===== config.mk =====
export PLATFORM = sky130hd
export DESIGN_NAME = pipe_skid_stage
export DESIGN_NICKNAME = d
export VERILOG_FILES = /design/src/rtl/pipe_skid_stage_pkg.sv /design/src/rtl/pipe_skid_stage.sv
export SDC_FILE = /design/constraint.sdc
export NUM_CORES = 1
export LEC_CHECK = 0
export BUFFER_PORTS_ARGS = -buffer_cell sky130_fd_sc_hd__buf_2
export CAP_MARGIN = 25
export CORE_MARGIN = 2
export CORE_UTILIZATION = 53
export DETAILED_ROUTE_END_ITERATION = 16
export HOLD_SLACK_MARGIN = 0.15
export PLACE_DENSITY_LB_ADDON = 0.15
export SYNTH_ARGS = -nofsm -noshare
export SYNTH_HDL_FRONTEND = slang
export SYNTH_SLANG_ARGS = --single-unit

===== constraint.sdc =====
create_clock -name clk -period 2.4 [get_ports clk]
set_input_delay 0.48 -clock clk [delete_from_list [all_inputs] [get_ports clk]]
set_output_delay 0.48 -clock clk [all_outputs]
set_load 0.005 [all_outputs]

===== src/rtl/pipe_skid_stage_pkg.sv =====
// Shared pipeline definitions: occupancy-state encoding for the elastic skid stage.
package pipe_skid_stage_pkg;

  localparam int unsigned STATE_W = 2;
  localparam int unsigned COUNT_W = 2;

  typedef enum logic [STATE_W-1:0] {
    EMPTY = 2'd0,
    ONE   = 2'd1,
    TWO   = 2'd2
  } skid_state_e;

  // Number of held entries represented by a state.
  function automatic logic [COUNT_W-1:0] state_count(input skid_state_e s);
    logic [COUNT_W-1:0] c;
    c = COUNT_W'(0);
    case (s)
      ONE:     c = COUNT_W'(1);
      TWO:     c = COUNT_W'(2);
      default: c = COUNT_W'(0);
    endcase
    return c;
  endfunction

endpackage


===== src/rtl/pipe_skid_stage.sv =====
// Two-entry elastic pipeline stage: main register feeds downstream, skid register
// absorbs the beat accepted while downstream stalls. Handshake outputs decode state only.
module pipe_skid_stage
  import pipe_skid_stage_pkg::*;
#(
  parameter int unsigned      WIDTH     = 32,
  parameter logic [WIDTH-1:0] RESET_VAL = '0,
  parameter logic [WIDTH-1:0] FLUSH_VAL = '0
) (
  input  logic               clk,
  input  logic               rst,
  input  logic               flush_valid_i,
  input  logic               in_valid_i,
  output logic               in_ready_o,
  input  logic [WIDTH-1:0]   in_data_i,
  output logic               out_valid_o,
  input  logic               out_ready_i,
  output logic [WIDTH-1:0]   out_data_o,
  output logic [COUNT_W-1:0] count_o
);

  skid_state_e      state_q, state_d;
  logic [WIDTH-1:0] main_q, main_d;
  logic [WIDTH-1:0] skid_q, skid_d;
  logic             in_fire;
  logic             out_fire;

  assign in_ready_o  = (state_q != TWO);
  assign out_valid_o = (state_q != EMPTY);
  assign out_data_o  = main_q;
  assign count_o     = state_count(state_q);

  assign in_fire  = in_valid_i & in_ready_o;
  assign out_fire = out_valid_o & out_ready_i;

  // State and payload registers share the asynchronous reset.
  always_ff @(posedge clk or posedge rst) begin
    if (rst) begin
      state_q <= EMPTY;
      main_q  <= RESET_VAL;
      skid_q  <= RESET_VAL;
    end else begin
      state_q <= state_d;
      main_q  <= main_d;
      skid_q  <= skid_d;
    end
  end

  // Next state and payload moves; flush overrides every handshake.
  always_comb begin
    state_d = state_q;
    main_d  = main_q;
    skid_d  = skid_q;
    if (flush_valid_i) begin
      state_d = EMPTY;
      main_d  = FLUSH_VAL;
      skid_d  = FLUSH_VAL;
    end else begin
      case (state_q)
        EMPTY: begin
          if (in_fire) begin
            state_d = ONE;
            main_d  = in_data_i;
          end
        end
        ONE: begin
          if (in_fire && out_fire) begin
            main_d = in_data_i;
          end else if (in_fire) begin
            state_d = TWO;
            skid_d  = in_data_i;
          end else if (out_fire) begin
            state_d = EMPTY;
          end
        end
        TWO: begin
          if (out_fire) begin
            state_d = ONE;
            main_d  = skid_q;
          end
        end
        default: begin
          state_d = EMPTY;
        end
      endcase
    end
  end

endmodule


==> results of run 1 <==
-- power by group through the flow --
stage	logic, W	clock network [W]	registers [W]
3_5_place_dp	0.000351	0	0.00124
5_1_grt	0.000385	0.00110	0.00122
3_3_place_gp	0.000347	0	0.00124
4_1_cts	0.000354	0.00105	0.00122
6_report	0.000350	0.00103	0.00122
2_1_floorplan	0.000213	0	0.00124
-- layer usage --
| layer | track usage, % | vias up |
|---|---|---|
| li1 | - | 1062 |
| met1 | 33.4 | 1105 |
| met2 | 31.8 | 94 |
| met3 | 6.00 | 4 |
| met4 | 8.98 | 0 |
| met5 | 0 | - |
-- cell families after synthesis --
kind of cell           count (synthesis)  share of synthesized area, %
buffers and inverters                 23                          4.06
and+or+nand+nor                       75                          10.1
muxes                                 33                          15.8
AOI/OAI and AO/OA                     68                          16.0
DFF                                   66                          54.1
-- cell usage in the layout, fill, tap and decap left out --
cell type,n
inv_1,1
buf_8,1
or2b_1,1
a22o_1,32
buf_4,5
nor3_1,1
nor2_2,1
mux2_4,30
clkbuf_1,2
clkinvlp_2,1
buf_12,2
inv_2,1
clkbuf_8,11
nor3_4,1
o211ai_4,1
mux2i_1,1
a21oi_1,34
dfrtp_1,66
nand2_1,64
or2_2,1
buf_2,72
nand2b_1,2
nor2_1,1
nor2b_2,1
nor2b_1,2
mux2_2,2
bufinv_16,2
o21ai_4,1
clkinvlp_4,1
-- area by class of cell --
type                            instances  area [um2]
Fill cell                             433        1820
Sequential cell                        66        1650
Multi-Input combinational cell        176        1290
Timing Repair Buffer                   80         453
Clock buffer                           13         159
Tap cell                               72        90.1
Clock inverter                          2        60.1
Inverter                                3        15.0
Timing Repair inverter                  1        5.00
-- metrics by stage --
step,setup WS [ns],power (W),area (um2),hold WS (ns),util [%]
final,0.117,0.00259,3720,0.257,67.2
after global routing,-0.0224,0.00271,3720,0.302,67.2
after global placement,0.256,0.00158,3470,0.487,62.7
after detailed placement,0.269,0.00159,3490,0.486,63.0
after CTS,0.0996,0.00262,3720,0.274,67.2
after floorplan,0.265,0.00145,3050,0.473,-
-- worst max path at each step --
stage	end	slack, ns	startpoint	cells past startpoint
floorplan	out_data_o[0]	0.27	rst	1
global placement	in_ready_o	0.26	state_q[1]	3
detailed placement	in_ready_o	0.27	state_q[1]	3
CTS	count_o[1]	0.1	state_q[0]	3
global route	out_data_o[15]	-0.02	state_q[0]	5
finish	count_o[1]	0.12	state_q[0]	3
-- sequential cells by signal, indices dropped and copies added (netlist names) --
name and cells:
out_data_o 32, skid_q 32, state_q 2
-- worst reg2reg max path: cells and delay by family, from the launching register on --
family / cells / cell delay, ns
simple gates: 2 / 0.63
mux: 1 / 0.26
buf+inv: 1 / 0.70
flops: 1 / 0.47
compound gates: 1 / 0.09
-- what timing repair did --
item                                    4_1_cts  5_1_grt
endpoints found under the setup margin        1        7
gates resized for setup                       1        0
endpoints found under the hold margin         0        0
setup buffers                                 1        0
cloned                                        1        0
==> impl_metrics.py, run 1 <==
metrics = {
    "routing": {
        "drt_iter0_markers": 224,
        "wl_per_cell_um": 15.9,
        "vias": 2265,
        "routedLengthMet1_mm": 2.99,
        "viasPerCell": 5.48,
        "drtPass1Iterations": 4,
        "antenna_left": 0,
        "met2WireLength_mm": 2.95,
        "drc_errors": 0,
        "top_layer": "met4",
        "wl_met3_um": 551,
        "wirelength_mm": 6.55,
    },
    "setup_path": {
        "cp_slowest_cell": "dfrtp_1",
        "required_ns": 1.92,
        "end_kind": "output port",
        "crit_path_max_incr_delay_ns": 0.47,
        "cp_num_buf_inv": 2,
        "r2r-end": "out_data_o[0]",
        "r2r_cells": 5,
        "r2r_start": "state_q[0]",
        "cp-start-kind": "register",
        "rrSetupSlack_ns": 0.14,
        "cp.arrival_ns": 1.80,
        "crit_path_cell_trace": "nor2b_2 > buf_4 > buf_2",
        "crit_type": "reg -> out",
        "path_max_fanout": 34,
        "critical-path-top-delay-family": "buffers and inverters",
    },
    "final_layout": {
        "drive_above_1_share_pct": 39.3,
        "areaGrowthSynthToFinish_pct": 21.9,
        "fin_cells": 413,
        "num_antenna_cells": 0,
        "fin_nets": 374,
    },
    "synth": {
        "syn_nets": 302,
        "synth.top_cells.by_count": "dfrtp_1 (66), nand2_1 (64), a21oi_1 (34)",
        "synth_seq_area_share_pct": 54.1,
        "synth.distinct_cells": 21,
        "syn-instance-count": 265,
        "syn-cell-area_um2": 3050,
        "synth_seq_cells": 66,
        "synthTopCellsByArea": "dfrtp_1 (54%), mux2_4 (15%), a22o_1 (9.2%)",
        "yosys.area.top_type": "dfrtp_1",
        "async_flop_share_pct": 100,
        "avgSynthCellArea_um2": 11.5,
        "synth_most_common_cell": "dfrtp_1",
        "synth_ff_type": "dfrtp_1",
        "synth_edf_count": 0,
        "synth_top_area_share_pct": 54.1,
        "yosys_warnings": 0,
    },
    "placed_design": {
        "hpwl_mm": 4.03,
        "globalplace.congestion": 0.721,
        "place_inst": 396,
        "port-buffer-count": 72,
    },
    "power": {
        "power_leakage_nw": 1.98,
        "seqPwrFrac_pct": 46.9,
        "power_density_nw_per_um2": 697,
        "clock_power_share_pct": 39.6,
        "vdd_ir_drop_max_mv": 0.427,
        "power_frac_comb_pct": 13.5,
        "p_int_w": 0.00200,
        "switching_share_pct": 22.9,
        "switchingPower_w": 0.000595,
    },
    "status": {
        "run_status": "completed",
    },
    "floorplan": {
        "ios": 73,
        "die_area_um2": 6390,
        "die_h_um": 79.9,
        "initial_utilization_pct": 55.1,
        "row_count": 27,
        "core_um2": 5540,
        "die_x_um": 79.9,
    },
    "global_routing": {
        "antenna_found_initial": 0,
        "grt_start_max_net_pins": 35,
        "grt_pass1_wl_mm": 10.8,
        "grt_usage_pct": 22.6,
        "grt_pass1_vias": 2185,
        "gr-total-overflow": 0,
    },
    "sta": {
        "slew_headroom_pct": 53.2,
        "final.setup.tns_ns": 0,
        "fmax_mhz": 438,
        "skew_ns": 0.00614,
        "rsz0062_at_grt": "true",
        "drv_slew": 0,
        "post-route-period-util_pct": 95.1,
        "hold_viol": 0,
        "setup_violations": 0,
        "worst_pin_slew_ns": 0.702,
        "finalCriticalPeriod_ns": 2.28,
    },
    "clock_network": {
        "ctsHoldBuffers": 0,
        "clk-insertion-delay-late_ns": 0.33,
        "ctsHtreeMaxLevel": 3,
        "cts_buffer_depth": 2,
        "numCtsBuffers": 9,
        "cts_tree": "done",
        "cts.clk_slew.worst_paths_ns": 0.07,
        "cts.sinks": 66,
        "root_buffer": "clkbuf_8",
    },
    "run": {
        "max_cap_violations": 0,
    },
    "hold_path": {
        "hp-class": "in -> async",
    },
}
No activity file was read; power rests on OpenSTA's default activity.
==> run 2, diff against run 1 <==
--- a/config.mk
+++ b/config.mk
@@ -7,11 +7,11 @@
 export LEC_CHECK = 0
 export BUFFER_PORTS_ARGS = -buffer_cell sky130_fd_sc_hd__buf_2
 export CAP_MARGIN = 25
-export CORE_MARGIN = 2
 export CORE_UTILIZATION = 53
 export DETAILED_ROUTE_END_ITERATION = 16
 export HOLD_SLACK_MARGIN = 0.15
 export PLACE_DENSITY_LB_ADDON = 0.15
+export RECOVER_POWER = 50
 export SYNTH_ARGS = -nofsm -noshare
 export SYNTH_HDL_FRONTEND = slang
 export SYNTH_SLANG_ARGS = --single-unit
==> run 2 against run 1 <==
Global-route usage increased by 1.6 points. Routed wire length increased by 5.3%. Via count increased by 1.6%. Flip-flop and latch count unchanged. Sequential share of layout area increased by 0.59 points. First-iteration DRC count decreased by 17%.
==> impl_metrics.py, run 2 (synthesis gave the netlist of run 1 again) <==
metrics = {
    "sta": {
        "setup_slack_ns": 0.202,
        "post-route-period-util_pct": 91.6,
        "hold_viol": 0,
        "finalCriticalPeriod_ns": 2.20,
        "fmax_mhz": 455,
        "worst_pin_slew_ns": 1.31,
        "skew_ns": 0.00533,
        "slew_headroom_pct": 12.8,
        "final.setup.tns_ns": 0,
        "rsz0062_at_grt": "false",
        "drv_slew": 0,
        "setup_violations": 0,
    },
    "global_routing": {
        "antenna_found_initial": 0,
        "grt_pass1_vias": 2250,
        "grt_usage_pct": 24.2,
        "gr-total-overflow": 0,
        "grt_start_max_net_pins": 37,
        "grt_pass1_wl_mm": 11.1,
    },
    "final_layout": {
        "drive_above_1_share_pct": 37.6,
        "regArea_um2": 1650,
        "final_cell_mix": "buf_2 (68), dfrtp_1 (66), nand2_1 (64), a21oi_1 (34), a22o_1 (32)",
        "nFillCells": 488,
        "multi_input_area_um2": 1290,
        "num_antenna_cells": 0,
        "areaGrowthSynthToFinish_pct": 20.3,
        "fin_nets": 373,
        "final_common_cell": "buf_2",
    },
    "setup_path": {
        "end_kind": "output port",
        "r2r_start": "state_q[0]",
        "r2r_cells": 5,
        "cp.arrival_ns": 1.72,
        "rrSetupSlack_ns": 0.31,
        "required_ns": 1.92,
        "r2r-end": "out_data_o[31]",
        "crit_type": "reg -> out",
        "worstSetupStartpoint": "state_q[0]",
        "cp-start-kind": "register",
        "path_max_fanout": 17,
    },
    "floorplan": {
        "die_h_um": 77.9,
        "row_count": 27,
        "core_um2": 5540,
        "die_x_um": 77.9,
        "ios": 73,
        "initial_utilization_pct": 55.1,
        "die_area_um2": 6070,
    },
    "clock_network": {
        "numCtsBuffers": 9,
        "clk-insertion-delay-late_ns": 0.34,
        "ctsHtreeMaxLevel": 3,
        "post_cts_buffers": 0,
        "cts_tree": "done",
        "root_buffer": "clkbuf_8",
        "cts.sinks": 66,
        "cts_buffer_depth": 2,
        "cts.clk_slew.worst_paths_ns": 0.07,
    },
    "hold_path": {
        "hold_start": "out_ready_i",
        "min_to": "state_q[1]",
        "hold_depth": 2,
        "hp-class": "in -> reg",
    },
    "routing": {
        "vias": 2302,
        "drc_errors": 0,
        "wl_per_cell_um": 16.7,
        "drt_iter0_markers": 185,
        "antenna_left": 0,
        "wirelength_mm": 6.89,
        "viasPerCell": 5.59,
        "drtPass1Iterations": 4,
    },
    "power": {
        "power_leakage_nw": 1.94,
        "power_density_nw_per_um2": 674,
        "vdd_ir_drop_max_mv": 0.524,
    },
    "placed_design": {
        "port-buffer-count": 72,
        "place_ws_ns": 0.299,
        "hpwl_mm": 4.02,
        "globalplace.congestion": 0.713,
    },
    "run": {
        "max_cap_violations": 0,
    },
    "status": {
        "run_status": "completed",
    },
}
==> run 2: cell count changes in the layout (fill, tap and decap cells not counted), sizes merged <==
cell / previous run / this run
clkbuf: 13 / 16
buf: 80 / 75
clkinv: 0 / 2
bufinv: 2 / 1
==> run 2: per-stage QoR <==
step	total power, W	hold slack (ns)	instances	area [um2]	utilization [%]
floorplan	0.00145	0.473	265	3050	-
global placement	0.00158	0.487	396	3490	62.9
detailed placement	0.00159	0.490	396	3490	62.9
CTS	0.00250	0.278	411	3670	66.3
global route	0.00259	0.355	412	3670	66.3
finish	0.00248	0.361	412	3670	66.3
==> run 2: worst max-delay path by stage <==
stage               slack [ns]             to  cells past startpoint
CTS                       0.03     in_ready_o                      3
floorplan                 0.27  out_data_o[0]                      1
global route              0.11     in_ready_o                      3
detailed placement        0.30     in_ready_o                      3
finish                    0.20     in_ready_o                      3
global placement          0.33     in_ready_o                      3
==> run 2: worst max-delay path, cell delays in order, from the launching register on <==
cell and delay (ns):
dfrtp_1 0.48, nor2b_4 0.26, clkinvlp_4 0.38, buf_2 0.26
==> run 2: cell type report <==
class                      count  share of cell area [%]
clock buffer                  12                    3.95
clock inverter                 3                    1.09
inverter                       3                   0.409
multi-input combinational    176                    35.2
sequential                    66                    44.9
tap                           72                    2.45
timing repair buffer          79                    11.8
timing repair inverter         1                   0.136
==> run 2: per-layer routing <==
metal  wire, um  GRT usage [%]
met1       3300           33.1
met2       3100           37.3
met3        408           6.82
met4         82           8.15
met5          0              0
==> run 2: power by group <==
part | leakage, nW | switching (W) | internal [W]
logic | 0.964 | 0.000170 | 0.000181
clock network | 0.0962 | 0.000408 | 0.000500
registers | 0.883 | 0.0000402 | 0.00118
total | 1.94 | 0.000618 | 0.00186
==> run 2: what timing repair did <==
action,4_1_cts,5_1_grt
hold buffers,0,0
setup endpoints to repair,1,1
resized for setup,1,0
cloned,0,1
==> run 3, diff against run 2 <==
==> constraint.sdc (replaced) <==
create_clock -name clk -period 2.4 [get_ports clk]
set_input_delay 0.36 -clock clk [delete_from_list [all_inputs] [get_ports clk]]
set_output_delay 0.36 -clock clk [all_outputs]
set_load 0.005 [all_outputs]
==> run 3 against run 2 <==
Register-to-register slack gained 0.18 ns. Design area stayed put. Combinational power decreased by 1%. Maximum frequency grew 15%. First-iteration DRC count is 29% lower. Core utilization did not move. Critical endpoint is now out_data_o[13].
==> impl_metrics.py, run 3 (synthesis gave the netlist of run 1 again) <==
metrics = {
    "routing": {
        "antenna_left": 0,
        "drt_iter0_markers": 132,
        "wl_per_cell_um": 16.0,
        "drc_errors": 0,
        "wirelength_mm": 6.65,
        "drtPass1Iterations": 4,
        "vias": 2266,
        "viasPerCell": 5.46,
    },
    "floorplan": {
        "die_area_um2": 6070,
        "ios": 73,
        "core_um2": 5540,
        "initial_utilization_pct": 55.1,
        "row_count": 27,
        "die_h_um": 77.9,
        "die_x_um": 77.9,
    },
    "run": {
        "max_cap_violations": 0,
    },
    "sta": {
        "fmax_mhz": 524,
        "skew_ns": 0.00938,
        "slew_headroom_pct": 46.4,
        "worst_pin_slew_ns": 0.803,
        "setup_violations": 0,
        "rsz0062_at_grt": "false",
        "post-route-period-util_pct": 79.5,
        "finalCriticalPeriod_ns": 1.91,
        "hold_viol": 0,
        "hold_ws_ns": 0.258,
        "final.setup.tns_ns": 0,
        "drv_slew": 0,
    },
    "setup_path": {
        "cp.arrival_ns": 2.12,
        "end_kind": "register",
        "r2r_cells": 6,
        "crit_type": "reg -> reg",
        "path_max_fanout": 19,
        "required_ns": 2.61,
        "cp-start-kind": "register",
    },
    "hold_path": {
        "hold_depth": 2,
        "hp-class": "in -> reg",
    },
    "clock_network": {
        "cts_buffer_depth": 2,
        "cts_tree": "done",
        "ctsHtreeMaxLevel": 3,
        "clk-insertion-delay-late_ns": 0.33,
        "cts_resized": 0,
        "post_cts_buffers": 0,
        "numCtsBuffers": 9,
        "root_buffer": "clkbuf_8",
        "cts.sinks": 66,
        "cts.clk_slew.worst_paths_ns": 0.07,
    },
    "final_layout": {
        "finalInstanceArea_um2": 3670,
        "final_cell_mix": "buf_2 (68), dfrtp_1 (66), nand2_1 (64), a21oi_1 (34), a22o_1 (32)",
        "fin_nets": 376,
        "final_common_cell": "buf_2",
        "drive_above_1_share_pct": 37.6,
        "post-route-util_pct": 66.3,
        "areaGrowthSynthToFinish_pct": 20.3,
        "num_antenna_cells": 0,
        "nFillCells": 451,
    },
    "placed_design": {
        "port-buffer-count": 72,
        "post_dp_cell_area_um2": 3500,
        "globalplace.congestion": 0.770,
        "hpwl_mm": 4.32,
    },
    "global_routing": {
        "grt_pass1_wl_mm": 11.3,
        "grt_start_max_net_pins": 33,
        "grt_pass1_vias": 2273,
        "antenna_found_initial": 0,
        "grt_usage_pct": 24.7,
        "gr-total-overflow": 0,
    },
    "power": {
        "power_density_nw_per_um2": 650,
        "power_leakage_nw": 1.95,
        "vdd_ir_drop_max_mv": 0.397,
        "p_total_w": 0.00239,
    },
    "status": {
        "run_status": "completed",
    },
}
[run 3: cell count changes in the layout (fill, tap and decap cells not counted), sizes merged]
cell | previous run | this run
buf | 75 | 76
bufinv | 1 | 0
clkbuf | 16 | 19
clkinv | 2 | 1
clkinvlp | 2 | 1
dlygate4sd3 | 0 | 1
inv | 2 | 3
[run 3: area by class of cell]
cell class / instances / area [um2] / area share [%]
Clock buffer: 13 / 159 / 4.32
Clock inverter: 2 / 12.5 / 0.340
Inverter: 3 / 11.3 / 0.306
Multi-Input combinational cell: 176 / 1290 / 35.2
Sequential cell: 66 / 1650 / 44.9
Tap cell: 72 / 90.1 / 2.45
Timing Repair Buffer: 83 / 455 / 12.4
[run 3: worst paths after layout]
kind                                      from              to  slack (ns)
worst max register to register      state_q[0]  out_data_o[13]        0.49
worst min-delay path               out_ready_i      state_q[1]        0.26
worst min register to register  out_data_o[12]  out_data_o[12]        0.51
max in group asynchronous                  rst      skid_q[13]        0.57
min in group asynchronous                  rst  out_data_o[26]        0.72
worst max-delay path                state_q[0]  out_data_o[13]        0.49
[run 3: power by group]
group / leakage, nW / internal (W) / total [W] / switching [W]
clock network: 0.0855 / 0.000425 / 0.000825 / 0.000399
logic: 0.981 / 0.000179 / 0.000346 / 0.000167
registers: 0.883 / 0.00118 / 0.00122 / 0.0000401
total: 1.95 / 0.00178 / 0.00239 / 0.000607
[run 3: critical path: stages, from the launching register on]
cell and delay [ns]:
dfrtp_1 0.48, nor2b_4 0.16, buf_4 0.25, o21ai_4 0.10, o211ai_4 0.09, buf_4 0.32
mux2_2 0.38
[run 3: through the flow]
stage / worst slack [ns] / instances
2_1_floorplan: 0.385 / 265
5_1_grt: 0.314 / 415
3_5_place_dp: 0.483 / 399
6_report: 0.491 / 415
4_1_cts: 0.473 / 415
3_3_place_gp: 0.428 / 398
[run 3: repair_timing]
item,CTS,global route
endpoints found under the setup margin,0,0
endpoints found under the hold margin,20,0
hold buffers,1,0
[run 3: per-layer routing]
metal / track usage, % / share of wire (%) / up-vias / wire length (um)
li1: - / - / 1063 / -
met1: 33.0 / 45 / 1099 / 3010
met2: 38.4 / 48 / 100 / 3170
met3: 7.18 / 6.4 / 4 / 423
met4: 9.07 / 0.78 / 0 / 52
met5: 0 / 0 / - / 0
